===== src/rtl/regulator_hist.sv =====
// Purpose : multi-channel on/off temperature regulator with hysteresis, dwell hold and latched over-temp fault.
// Latency : inputs captured on the sample edge; heater/fault/state update on the following edge (eval).
// Backpres: none; sample strobes are taken whenever en=1, there is no stall or handshake.
//
// Ports:
//   clk        system clock, rising edge
//   clr        synchronous active-low reset
//   en         regulation enable; low forces ON channels OFF and ignores sample
//   sample     one-cycle capture strobe for setpoint/measured/hyst
//   setpoint   per-channel setpoint, channel i at [i*W +: W]
//   measured   per-channel measured value, same packing
//   hyst       hysteresis shared by all channels
//   fault_ack  per-channel fault clear request
//   heater     heater drive per channel (1 = on)
//   fault      latched over-temperature flag per channel
//   state      per-channel state, channel i at [2i+1:2i]; OFF=00, ON=01, FAULT=10
module regulator_hist #(
    parameter int W         = 8,
    parameter int CH        = 2,
    parameter int MIN_DWELL = 4,
    parameter int OVER      = 8
) (
    input  logic              clk,
    input  logic              clr,
    input  logic              en,
    input  logic              sample,
    input  logic [CH*W-1:0]   setpoint,
    input  logic [CH*W-1:0]   measured,
    input  logic [W-1:0]      hyst,
    input  logic [CH-1:0]     fault_ack,
    output logic [CH-1:0]     heater,
    output logic [CH-1:0]     fault,
    output logic [2*CH-1:0]   state
);

    typedef enum logic [1:0] {
        ST_OFF   = 2'b00,
        ST_ON    = 2'b01,
        ST_FAULT = 2'b10
    } state_t;

    // Dwell counter needs to hold 0..MIN_DWELL; keep at least one bit so
    // MIN_DWELL=0 still elaborates (the counter then simply stays at 0).
    localparam int DW = (MIN_DWELL < 1) ? 1 : $clog2(MIN_DWELL + 1);
    localparam logic [DW-1:0] DWELL_MAX = DW'(MIN_DWELL);
    localparam logic [W:0]    MAX_VAL   = {1'b0, {W{1'b1}}};
    localparam logic [W:0]    OVER_X    = (W+1)'(OVER);

    // ---------------------------------------------------------------
    // Capture stage: all FSM decisions work from these registers only.
    // ---------------------------------------------------------------
    logic [CH*W-1:0] sp_q;
    logic [CH*W-1:0] meas_q;
    logic [W-1:0]    hyst_q;
    logic            eval_q;

    always_ff @(posedge clk) begin
        if (!clr) begin
            sp_q   <= '0;
            meas_q <= '0;
            hyst_q <= '0;
            eval_q <= 1'b0;
        end else begin
            eval_q <= sample && en;
            if (sample && en) begin
                sp_q   <= setpoint;
                meas_q <= measured;
                hyst_q <= hyst;
            end
        end
    end

    // ---------------------------------------------------------------
    // Per-channel thresholds and FSM.
    // ---------------------------------------------------------------
    for (genvar i = 0; i < CH; i++) begin : g_ch
        logic [W:0]    sp_x;
        logic [W:0]    meas_x;
        logic [W:0]    hyst_x;
        logic [W:0]    lo;
        logic [W:0]    hi_raw;
        logic [W:0]    hi;
        logic [W:0]    ov;
        logic          over_temp;
        logic          ack_ok;

        state_t        st_q;
        state_t        st_d;
        logic [DW-1:0] dw_q;
        logic [DW-1:0] dw_d;

        assign sp_x   = {1'b0, sp_q[i*W +: W]};
        assign meas_x = {1'b0, meas_q[i*W +: W]};
        assign hyst_x = {1'b0, hyst_q};

        // lo clamps at 0, so with lo==0 "meas < lo" is never true and the
        // channel cannot turn on. hi clamps at full scale. ov is left
        // unclamped in W+1 bits: once it exceeds full scale no W-bit
        // measurement can reach it and the fault is effectively disabled.
        assign lo        = (sp_x < hyst_x) ? '0 : (sp_x - hyst_x);
        assign hi_raw    = sp_x + hyst_x;
        assign hi        = (hi_raw > MAX_VAL) ? MAX_VAL : hi_raw;
        assign ov        = sp_x + OVER_X;
        assign over_temp = (meas_x >= ov);

        // A fault may only be acknowledged once the registered reading has
        // dropped below the trip point; this also keeps a channel latched
        // when an ack coincides with a fault-triggering eval.
        assign ack_ok    = fault_ack[i] && !over_temp;

        always_ff @(posedge clk) begin
            if (!clr) begin
                st_q <= ST_OFF;
                dw_q <= DWELL_MAX;  // first eval after reset may switch at once
            end else begin
                st_q <= st_d;
                dw_q <= dw_d;
            end
        end

        always_comb begin
            st_d = st_q;
            dw_d = dw_q;
            if (st_q == ST_FAULT) begin
                // Latched regardless of en; only a valid ack releases it.
                if (ack_ok) begin
                    st_d = ST_OFF;
                    dw_d = '0;
                end
            end else if (!en) begin
                // Disable drops heat immediately, bypassing the dwell hold.
                // OFF channels freeze, dwell included.
                if (st_q == ST_ON) begin
                    st_d = ST_OFF;
                    dw_d = '0;
                end
            end else if (eval_q) begin
                if (over_temp) begin
                    st_d = ST_FAULT;
                    dw_d = '0;
                end else if (st_q == ST_OFF && meas_x < lo && dw_q == DWELL_MAX) begin
                    st_d = ST_ON;
                    dw_d = '0;
                end else if (st_q == ST_ON && meas_x >= hi && dw_q == DWELL_MAX) begin
                    st_d = ST_OFF;
                    dw_d = '0;
                end else if (dw_q != DWELL_MAX) begin
                    dw_d = dw_q + DW'(1);
                end
            end
        end

        // Decoded straight from the state register: no input-to-output path.
        assign heater[i]          = (st_q == ST_ON);
        assign fault[i]           = (st_q == ST_FAULT);
        assign state[2*i+1 -: 2]  = st_q;
    end

endmodule


===== config.mk =====
export PLATFORM = sky130hd
export DESIGN_NAME = regulator_hist
export DESIGN_NICKNAME = d
export VERILOG_FILES = /design/src/rtl/regulator_hist.sv
export SDC_FILE = /design/constraint.sdc
export NUM_CORES = 1
export LEC_CHECK = 0
export ABC_AREA = 1
export BUFFER_PORTS_ARGS = -buffer_cell sky130_fd_sc_hd__buf_4
export CAP_MARGIN = 20
export CORE_MARGIN = 3
export CORE_UTILIZATION = 24
export CTS_CLUSTER_DIAMETER = 80
export CTS_CLUSTER_SIZE = 28
export DETAILED_ROUTE_END_ITERATION = 10
export REMOVE_ABC_BUFFERS = 1
export SYNTH_ARGS = -nofsm -noshare
export SYNTH_HDL_FRONTEND = slang
export SYNTH_SLANG_ARGS = --single-unit
export TNS_END_PERCENT = 1

===== constraint.sdc =====
create_clock -name clk -period 4.2 [get_ports clk]
set_clock_uncertainty 0.1 [all_clocks]
set_input_delay 0.63 -clock clk [delete_from_list [all_inputs] [get_ports clk]]
set_output_delay 0.63 -clock clk [all_outputs]
set_load 0.01 [all_outputs]

==> results of run 1 <==
## what timing repair did
| action | in CTS | in global routing |
|---|---|---|
| buffers inserted | 0 | 0 |
| gates resized for setup | 0 | 3 |
| endpoints found under the setup margin | 0 | 3 |
## state kept, by name, indices dropped and copies added (netlist names)
| name | count |
|---|---|
| eval_q | 1 |
| g_ch.dw_q | 6 |
| g_ch.st_q | 4 |
| hyst_q | 8 |
| meas_q | 16 |
| sp_q | 16 |
## layer usage
metal  GRT usage  up-vias
li1            -     2569
met4     0.02584        0
met1      0.1628     2138
met2      0.2061       61
met3     0.02035       10
met5           0        -
## cells in the mapped netlist (all sizes together)
cell type    n  area [µm²]
a31o         1       8.760
fa           4       80.08
nand2      171       656.9
ha          84        1051
or2         11       68.82
a21o         3       22.52
a31oi        1       6.260
o21ai       45       225.2
a211oi       2       15.01
nor3         7       45.04
inv         93       349.1
nor2       122       501.7
buf          2       8.750
clkbuf      11       41.29
a21boi       1       7.510
o21bai       3       22.52
xor2         6       52.55
o211ai       1       7.510
a22oi        1       7.510
clkinv       1       3.750
o311ai       1       8.760
dfxtp       51        1021
nand3b       7       63.81
nand3       52       327.8
xnor2        2       17.52
nand4        8       62.56
o21a         2       15.01
a21oi       61       331.6
and2         2       17.52
## critical path, delay by kind of cell, from the launching register on
| family | cells | cell delay [ns] |
|---|---|---|
| buffers and inverters | 3 | 0.21 |
| AO/OA/AOI/OAI | 7 | 1.13 |
| flip-flops | 1 | 0.36 |
| adder cells (fa/ha/maj) | 3 | 0.94 |
| AND/OR/NAND/NOR | 11 | 0.88 |
## area by class of cell
type | instances | area [µm²] | area share
Multi-Input combinational cell | 598 | 3633 | 0.6151
Sequential cell | 51 | 1021 | 0.1728
Timing Repair Buffer | 56 | 420.4 | 0.07117
Inverter | 94 | 352.8 | 0.05973
Tap cell | 270 | 337.8 | 0.05719
Clock buffer | 6 | 128.9 | 0.02182
Clock inverter | 2 | 12.51 | 0.002118
## report_power, final
group,internal [mW],total (mW),switching (mW)
sequential,0.550,0.629,0.0796
clock,0.221,0.422,0.201
combinational,0.453,1.13,0.673
## cells by family after synthesis
kind of cell	count (synthesis)
and+or+nand+nor	380
AOI/OAI and AO/OA	122
DFF	51
xor gates and xnor gates	8
buffers and inverters	107
adders and majority gates	88
## metrics by stage
step	hold WS (ns)	total power [mW]	setup WS, ns
floorplan	0.3634	1.473	0.9065
CTS	0.4127	2.205	0.3455
detailed placement	0.3960	1.772	0.3703
finish	0.4045	2.177	0.4491
global route	0.4338	2.406	0.06827
global placement	0.3868	1.764	0.3744
## worst min-delay path by stage
stage,from,to
after detailed placement,g_ch[1].dw_q[1],g_ch[1].dw_q[1]
after global routing,g_ch[1].dw_q[1],g_ch[1].dw_q[1]
after CTS,g_ch[1].dw_q[1],g_ch[1].dw_q[1]
final,g_ch[1].dw_q[1],g_ch[1].dw_q[1]
after floorplan,g_ch[0].dw_q[1],g_ch[0].dw_q[1]
after global placement,g_ch[1].dw_q[1],g_ch[1].dw_q[1]
==> flow_summary.ini, run 1 <==
[run_status]
status = finished clean

[sta]
max_slew_margin = 0.6515
hold_violations = 0
setup_viol = 0
finalCriticalPeriod_ns = 3.751
drv_slew = 0
rsz0062_at_grt = false
fin_crit_sh = 0.8931
max_freq_mhz = 266.6
tightest_slew_ns = 0.5162
fin_tns_setup_ns = 0

[detailed_routing]
wl_met1_um = 6593
viasPerCell = 4.436
ant_nets = 0
drt-initial-drc-count = 219
drt-wirelength-per-cell_um = 12.48
highest_layer = met4
drt_wl_total_um = 13440
first_pass_iters = 4
drc = 0
wl_met3_um = 406
via_count = 4778
met2WireLength_um = 6285

[cts]
clock_sinks = 51
clk_latency_ns = 0.31
clk_path_buf_depth = 2
numCtsBuffers = 5
ctsHoldBuffers = 0
clk_pin_slew_ns = 0.07
cts.htree.levels = 2
cts-root-buf = clkbuf_16
cts_tree = done

[final_layout]
areaGrowthSynthToFinish_pct = 17.03
layout_common_cells = nand2_1, nor2_1, inv_1
final_common_cell = nand2_1
final_core_util = 0.2891
final_cells = 1077
finalInstanceArea_mm2 = 0.005907
fill_cells = 2297
antenna_cells = 0
nets = 940
drive_above_1_share = 0.1450

[synthesis]
synth-xor-area-share = 0.01388
synth_area_mm2 = 0.005047
synth_top_family_by_area = simple AND/OR/NAND/NOR gates
yosys.cell_types.count = 43
synthMuxAreaShare = 0
synth-compound-area-share = 0.1344
synth-simple-area-share = 0.3456
ys_seq_area_frac = 0.2023
syn_inst = 756
yosys.area_share.adder = 0.2241
ys_seq_elements = 51
synth_warnings = 0
avgSynthCellArea_um2 = 6.676

[setup_path]
cp-end-kind = register
reg2reg_depth = 24
critical_path_arrival_ns = 3.82
r2r_end = g_ch[1].dw_q[2]
reg2reg_from = hyst_q[0]
worstPathMaxFanout = 6
crit_end = g_ch[1].dw_q[2]
r2r_slack_ns = 0.45
path_class = reg2reg
crit_start = hyst_q[0]
slowest_delay_ns = 0.39
crit_top_cell = nand2_1
crit_required_ns = 4.27
cp_cell_sequence = ha_1 > fa_1 > inv_1 > nor2_1 > o21ai_1 > nand2_1 > a21oi_1 > o21ai_0 > nand2_1 > nand2_1 > a21oi_2 > inv_2 > a21oi_1 > ha_1 > a21oi_1 > nand2_1 > nand2_1 > nand4_1 > a21oi_1 > nand3_2 > nand2_2 > inv_2 > nand2_1 > nand3_1
worst_path_max_delay_cell = fa_1
start_kind = register

[floorplanning]
io_pins = 54
die_h_um = 151.0
dieArea_mm2 = 0.02281
initial_core_util = 0.2471
die_width_um = 151.0
fp-row-count = 52
core_mm2 = 0.02043

[worst_hold_path]
hold_class = reg2reg
whs_path_depth = 2

[flow_run]
cap_violations = 0

[placement]
gp_congestion = 0.9067
io_buffers = 53
placed_area_mm2 = 0.005758
hpwl_um = 10980
dp.cells = 1069

[grt]
grt_pass1_vias = 4486
grt-ovfl-total = 0
antenna_found_initial = 0
grt_max_degree = 52
grt_pass1_wl_um = 22200
grt_use_total = 0.1216

[power]
power.leakage_nw = 3.028
p_per_area_mw_per_mm2 = 368.5
peakVddDrop_v = 0.0001619
(Power assumes the default switching activity.)
==> run 2, diff against run 1 <==
Settings changed: CTS_BUF_LIST from default to sky130_fd_sc_hd__clkbuf_8, PLACE_DENSITY from default to 0.44.
==> flow_summary.ini, run 2 (synthesized netlist as in run 1, its figures left out) <==
[placement]
io_buffers = 53
placed_area_mm2 = 0.005781
dp.cells = 1072
place_ws_ns = 0.2072
gp_congestion = 0.8182
hpwl_um = 11860

[detailed_routing]
via_count = 4741
drc = 0
ant_nets = 0
drt-initial-drc-count = 171
drt-wirelength-per-cell_um = 13.44
drt_wl_total_um = 14520
first_pass_iters = 4
viasPerCell = 4.390

[sta]
fin_tns_setup_ns = 0
setup_viol = 0
hold_violations = 0
finalWorstSetupSlack_ns = 0.4207
drv_slew = 0
max_freq_mhz = 264.6
fin_crit_sh = 0.8998
tightest_slew_ns = 0.5299
max_slew_margin = 0.6462
finalCriticalPeriod_ns = 3.779
rsz0062_at_grt = false

[setup_path]
start_kind = register
path_class = reg2reg
path_buf_inv = 2
critical_path_arrival_ns = 3.92
crit_top_cell = nand2_1
worst_path_max_delay_cell = fa_1
cp_cell_sequence = ha_1 > fa_1 > inv_1 > nor2_1 > o21ai_2 > nand2_1 > a21oi_1 > o21ai_0 > nand2_1 > nand2_1 > a21oi_2 > inv_2 > a21oi_2 > ha_1 > a21oi_1 > nand2_1 > nand2_1 > nand4_1 > nand3b_1 > nand3_4 > and2_4 > nor2_1 > nor2_1
critical-path-top-delay-family = simple AND/OR/NAND/NOR gates
worstPathMaxFanout = 6
cp-end-kind = register
slowest_delay_ns = 0.39
crit_required_ns = 4.34

[cts]
clk_latency_ns = 0.34
clk_path_buf_depth = 2
ctsHoldBuffers = 0
cts.htree.levels = 2
numCtsBuffers = 5
cts-root-buf = clkbuf_8
clock_sinks = 51
clk_pin_slew_ns = 0.11
cts_tree = done

[power]
p_per_area_mw_per_mm2 = 360.3
internal_power_mw = 1.158
peakVddDrop_v = 0.0001327
pwr-share-clk = 0.164
seqPwrFrac = 0.296
combPwrFrac = 0.540
power.switching_mw = 0.9676
power.leakage_nw = 3.027
switching_share = 0.4552

[final_layout]
antenna_cells = 0
nets = 943
top_regs = meas_q x16, sp_q x16, hyst_q x8
finalInstanceArea_mm2 = 0.005901
final_cells = 1080
final_common_cell = nand2_1
areaGrowthSynthToFinish_pct = 16.91
layout_common_cells = nand2_1, nor2_1, inv_1
drive_above_1_share = 0.1531

[grt]
grt-ovfl-total = 0
antenna_found_initial = 0
grt_max_degree = 52
grt_use_total = 0.1329
grt_pass1_vias = 4761
grt_pass1_wl_um = 23940

[floorplanning]
die_width_um = 151.0
io_pins = 54
die_h_um = 151.0
dieArea_mm2 = 0.02281
initial_core_util = 0.2471
fp-row-count = 52
core_mm2 = 0.02043

[run_status]
status = finished clean

[worst_hold_path]
hold_class = reg2reg

[flow_run]
cap_violations = 0
-- run 2: cell types whose count changed in the layout (fill, tap and decap cells not counted), sizes merged --
cell and delta:
clkinv -1, buf +3, clkbuf +1
-- run 2: worst reg2reg max path: stages (launching register included) --
cell      delay, ns
dfxtp_1        0.38
ha_1           0.23
fa_1           0.39
inv_1          0.07
nor2_1         0.05
o21ai_2        0.14
nand2_1        0.08
a21oi_1        0.16
o21ai_0        0.11
nand2_1        0.10
nand2_1        0.07
a21oi_2        0.22
inv_2          0.11
a21oi_2        0.13
ha_1           0.27
a21oi_1        0.17
nand2_1        0.07
nand2_1        0.05
nand4_1        0.15
nand3b_1       0.20
nand3_4        0.11
and2_4         0.17
nor2_1         0.08
nor2_1         0.05
-- run 2: worst paths after layout --
| path | startpoint | end | slack, ns | cells past startpoint |
|---|---|---|---|---|
| min | g_ch[0].dw_q[1] | g_ch[0].dw_q[1] | 0.42 | 2 |
| max reg2reg | sp_q[8] | g_ch[1].st_q[1] | 0.42 | 23 |
| min reg2reg | g_ch[0].dw_q[1] | g_ch[0].dw_q[1] | 0.42 | 2 |
| max | sp_q[8] | g_ch[1].st_q[1] | 0.42 | 23 |
-- run 2: timing repair --
| action | 4_1_cts | 5_1_grt |
|---|---|---|
| resized for setup | 0 | 6 |
| buffers inserted | 0 | 0 |
| endpoints found under the setup margin | 0 | 5 |
-- run 2: area by class of cell --
| type | instances | area (µm²) |
|---|---|---|
| fillers | 2323 | 14530 |
| multi-input cells | 598 | 3641 |
| clock inverters | 1 | 7.507 |
| repair buffers | 59 | 442.9 |
| well taps | 270 | 337.8 |
| inverters | 94 | 352.8 |
| flip-flops and latches | 51 | 1022 |
| clock buffers | 7 | 96.34 |
-- run 2: power by group through the flow --
stage / registers, mW / logic (mW) / clock network [mW]
after floorplan: 0.624 / 0.849 / 0
after global placement: 0.643 / 1.16 / 0
after detailed placement: 0.640 / 1.16 / 0
after CTS: 0.631 / 1.16 / 0.368
after global routing: 0.641 / 1.33 / 0.382
final: 0.629 / 1.15 / 0.348
-- run 2: layer usage --
metal / track usage / routed length [µm] / vias to the layer above
li1: - / - / 2575
met1: 0.1792 / 7106 / 2106
met2: 0.2271 / 6774 / 52
met3: 0.01975 / 517 / 8
met4: 0.02448 / 120 / 0
met5: 0 / 0 / -
-- run 2: per-stage QoR --
step                      utilization  hold slack, ns  total power, mW
after floorplan                     -          0.3634            1.473
after global placement         0.2830          0.4048            1.807
after detailed placement       0.2830          0.4003            1.797
after CTS                      0.2880          0.4093            2.161
after global routing           0.2888          0.4246            2.357
final                          0.2888          0.4187            2.126
